`config.mk`:
```
export PLATFORM = sky130hd
export DESIGN_NAME = axis_lane_accumulator
export DESIGN_NICKNAME = d
export VERILOG_FILES = /design/src/rtl/axis_lane_accumulator.sv
export SDC_FILE = /design/constraint.sdc
export NUM_CORES = 1
export LEC_CHECK = 0
export CORE_UTILIZATION = 40
export CTS_CLUSTER_SIZE = 30
export DETAILED_ROUTE_END_ITERATION = 7
export PLACE_DENSITY_LB_ADDON = 0.2
export RECOVER_POWER = 100
export SYNTH_ARGS = -nofsm -noshare
export SYNTH_HDL_FRONTEND = slang
export SYNTH_SLANG_ARGS = --single-unit
```
`constraint.sdc`:
```
create_clock -name clk -period 5.2 [get_ports clk]
set_input_delay 0.52 -clock clk [delete_from_list [all_inputs] [get_ports clk]]
set_output_delay 0.52 -clock clk [all_outputs]
set_load 0.02 [all_outputs]
```
`src/rtl/axis_lane_accumulator.sv`:
```
// axis_lane_accumulator: per-lane AXI-Stream accumulator summing NO_OF_STEPS beats or until s_last
module axis_lane_accumulator #(
  parameter int WIDTH = 3,
  parameter int LANES = 2,
  parameter int NO_OF_STEPS = 4,
  parameter bit SIGNED = 0,
  localparam int OUT_WIDTH = WIDTH + $clog2(NO_OF_STEPS),
  localparam int CNT_WIDTH = $clog2(NO_OF_STEPS + 1)
) (
  input  logic                         clk,
  input  logic                         rstn,
  input  logic                         s_valid,
  output logic                         s_ready,
  input  logic [LANES*WIDTH-1:0]       s_data,
  input  logic                         s_last,
  output logic                         m_valid,
  input  logic                         m_ready,
  output logic [LANES*OUT_WIDTH-1:0]   m_data,
  output logic                         m_last,
  output logic [CNT_WIDTH-1:0]         m_count
);
  logic [LANES-1:0][OUT_WIDTH-1:0] ext, sum, acc_q, acc_d, data_q, data_d;
  logic [CNT_WIDTH-1:0] cnt_q, cnt_d, count_q, count_d;
  logic valid_q, valid_d, last_q, last_d, fire, close;
  assign s_ready = rstn && (!valid_q || m_ready);
  assign fire = s_valid && s_ready;
  assign close = fire && (s_last || cnt_q == CNT_WIDTH'(NO_OF_STEPS - 1));
  assign m_valid = valid_q;
  assign m_data = data_q;
  assign m_last = last_q;
  assign m_count = count_q;
  always_comb begin
    ext = '0;
    sum = '0;
    for (int i = 0; i < LANES; i++) begin
      ext[i] = OUT_WIDTH'({{OUT_WIDTH{SIGNED && s_data[i*WIDTH+WIDTH-1]}}, s_data[i*WIDTH +: WIDTH]});
      sum[i] = (cnt_q == '0 ? '0 : acc_q[i]) + ext[i];
    end
    acc_d = fire ? sum : acc_q;
    data_d = close ? sum : data_q;
    cnt_d = fire ? (close ? '0 : cnt_q + 1'b1) : cnt_q;
    count_d = close ? cnt_q + 1'b1 : count_q;
    last_d = close ? s_last : last_q;
    valid_d = close || (valid_q && !m_ready);
  end
  always_ff @(posedge clk or negedge rstn) begin
    if (!rstn) begin
      acc_q <= '0;
      data_q <= '0;
      cnt_q <= '0;
      count_q <= '0;
      last_q <= 1'b0;
      valid_q <= 1'b0;
    end else begin
      acc_q <= acc_d;
      data_q <= data_d;
      cnt_q <= cnt_d;
      count_q <= count_d;
      last_q <= last_d;
      valid_q <= valid_d;
    end
  end
endmodule

```
==> impl_metrics.toml <==
[outcome]
status = "finished with violations"
failed_checks = "max-capacitance violations, max-slew violations"

[power]
powerDensity_nw_per_um2 = 478
p_seq_frac = 0.403
cellInternalPower_uw = 545
power.switching_uw = 323
switching_share = 0.372
comb_power_share = 0.440
clock_power_share = 0.156
leakage_uw = 0.000858
peakVddDrop_mv = 0.188
total_power_uw = 868

[sta]
timing.final.crit_share = 0.699
finalClockSkew_ns = 0.00312
relSlewSlack = -0.173
grt_setup_unrepaired = "no"
hold_viol_final = 0
max_slew.worst_pin.slew_ns = 1.76
timing.setup.tns_ns = 0
drv_slew = 33
finalWorstPathRequiredPeriod_ns = 3.63
report.final.setup_viol = 0
final_critical_path_setup_slack_ns = 1.57
achievable-frequency_mhz = 275

[yosys]
synth-seq-area-share = 0.476
syn-instance-count = 144
async_flop_share = 1.00
ys_top_cells_by_area = "sky130_fd_sc_hd__dfrtp_1, sky130_fd_sc_hd__nand2_1, sky130_fd_sc_hd__ha_1"
synth_top_area_cell = "sky130_fd_sc_hd__dfrtp_1"
synthesized_area_per_cell_um2 = 10.2
synth-seq-cells = 28
net_count_of_the_mapped_netlist = 166
post_synth_num_cell_types = 32
syn-cell-area_um2 = 1470
synth-warning-count = 0
synth_top_flop_cell = "sky130_fd_sc_hd__dfrtp_1"
yosys.area.top_type_share = 0.476
synth_edf_count = 0

[critical_path]
r2r_setup_slack_ns = 2.57
setup.worst_path.start_class = "input port"
end_kind = "output pin"
worstSetupPathType = "in2out"
worstPathArrival_ns = 3.11
r2r_cells = 10
cp_data_required_time_ns = 4.68
regToRegEndpoint = "m_data[9]"
rr_startpoint = "cnt_q[0]"
crit_fanout = 32

[finish]
final-seq-area_um2 = 701
final_cell_mix = "sky130_fd_sc_hd__nand2_1, sky130_fd_sc_hd__dfrtp_1, sky130_fd_sc_hd__o21ai_0, sky130_fd_sc_hd__dlygate4sd3_1, sky130_fd_sc_hd__clkdlybuf4s50_1"
drive_gt1_frac = 0.0882
areaGrowthSynthToFinish_pct = 23.3
utilization = 0.527
fillers = 321
num-nets-final = 193
multi_input_area_um2 = 708
commonest_non_fill_non_tap_cell_in_the_layout = "sky130_fd_sc_hd__nand2_1"
antenna_cells_inserted = 0

[cts]
clk_pin_slew_ns = 0.10
cts_made_buffers = 3
tritoncts = "yes"
cts_htree_levels = 1
ctsRootBufferMaster = "sky130_fd_sc_hd__clkbuf_8"
worstSkewPairLatency_ns = 0.27
cts_repair_resize_count = 0
numClockSinks = 28
cts.hold.buffers_added = 0
cts_buffer_depth = 2
cts_setup_buffers = 0

[route]
detail_route.first_pass.iterations = 4
routed_wire_length_per_instance_um = 12.5
drt-total-wl_mm = 2.71
drc = 0
detail_route.iter0.violations = 19
ant_nets = 0
via_density_per_instance = 5.00
overall_via_count_from_detail_route = 1080

[worst_hold_path]
type_of_the_tightest_min_delay_check = "reg2reg"
timing.hold.worst_endpoint = "acc_q[0]"
timing.hold.worst_path_depth = 2
hp-start = "acc_q[0]"

[global_route]
grt_antenna_before_repair = 0
met1_usage = 0.188
grt_start_max_net_pins = 33
grt_overflow = 0
grt_pass1_vias = 1085
grt_util_met3 = 0.0292
grt.met2_usage = 0.274
gr-usage-all-layers = 0.158
grt_first_pass_wirelength_mm = 4.86
grt_busiest_layer = "met2"

[die]
die_h_um = 62.7
initial_core_util = 0.428
core_region_area_um2 = 3440
die_w_um = 62.7
num_io_pins = 27
total_die_area_um2 = 3930
placementRows = 21

[place]
dp_slack_ns = 2.51
routabilityCongestion = 0.696
io_buffer_count = 26
place_hpwl_mm = 1.92

[flow_run]
cap_violations = 1
[per-layer routing]
metal | part of all wire | vias up | wire length, µm
met3 | 0.033 | 4 | 88
met2 | 0.49 | 19 | 1330
met1 | 0.47 | 520 | 1260
met4 | 0.011 | 0 | 30
li1 | - | 537 | -
met5 | 0 | - | 0
[power groups by stage]
stage | Combinational (µW) | Clock (µW) | Sequential [µW]
after floorplan | 205 | 0 | 410
after detailed placement | 414 | 0 | 360
after global placement | 404 | 0 | 353
after CTS | 417 | 139 | 355
after global routing | 427 | 151 | 363
final | 382 | 136 | 350
[how the worst max path moves through the flow]
| stage | from | to | depth (start not counted) |
|---|---|---|---|
| 2_1_floorplan | cnt_q[0] | m_data[4] | 12 |
| 3_3_place_gp | rstn | s_ready | 4 |
| 3_5_place_dp | rstn | s_ready | 4 |
| 4_1_cts | rstn | s_ready | 4 |
| 5_1_grt | rstn | s_ready | 4 |
| 6_report | rstn | s_ready | 4 |
[flip-flops by register name, summed over array words and instances (netlist names)]
name,count
m_last,1
m_count,3
m_valid,1
cnt_q,3
acc_q,10
m_data,10
[worst max-delay path: stages]
cell,delay [ns]
sky130_fd_sc_hd__clkdlybuf4s50_1,0.45
sky130_fd_sc_hd__clkbuf_1,1.27
sky130_fd_sc_hd__and2_0,0.27
sky130_fd_sc_hd__clkdlybuf4s50_1,0.61
[metrics by stage]
step / std cells / hold WS (ns) / instance area, µm²
4_1_cts: 216 / 0.479 / 1820
6_report: 216 / 0.471 / 1820
3_3_place_gp: 212 / 0.449 / 1770
2_1_floorplan: 144 / 0.224 / 1470
5_1_grt: 216 / 0.506 / 1820
3_5_place_dp: 212 / 0.455 / 1770
[Yosys cell counts, types with 2 or more instances]
master	number
sky130_fd_sc_hd__o211ai_1	2
sky130_fd_sc_hd__mux2_2	3
sky130_fd_sc_hd__and2_1	6
sky130_fd_sc_hd__a21oi_2	2
sky130_fd_sc_hd__xnor2_1	3
sky130_fd_sc_hd__a21o_1	3
sky130_fd_sc_hd__ha_1	9
sky130_fd_sc_hd__fa_1	2
sky130_fd_sc_hd__mux2_1	2
sky130_fd_sc_hd__nand3_1	4
sky130_fd_sc_hd__o21ai_0	6
sky130_fd_sc_hd__or3_1	2
sky130_fd_sc_hd__inv_1	8
sky130_fd_sc_hd__o21ai_1	11
sky130_fd_sc_hd__nand2_1	34
sky130_fd_sc_hd__dfrtp_1	28
sky130_fd_sc_hd__buf_2	3
sky130_fd_sc_hd__a21oi_1	2
[area by class of cell]
type                       instances  area share
tap                               46      0.0317
sequential                        28       0.386
inverter                           8      0.0165
multi-input combinational        103       0.390
timing repair buffer              27       0.145
clock buffer                       4      0.0303
[cells by family after synthesis]
group / after synthesis / share of synthesized area
flops: 28 / 0.476
compound gates: 28 / 0.116
simple gates: 54 / 0.191
fa+ha+maj: 11 / 0.104
mux: 6 / 0.0484
xor+xnor: 4 / 0.0238
buf+inv: 13 / 0.0408
(Power assumes the default switching activity.)
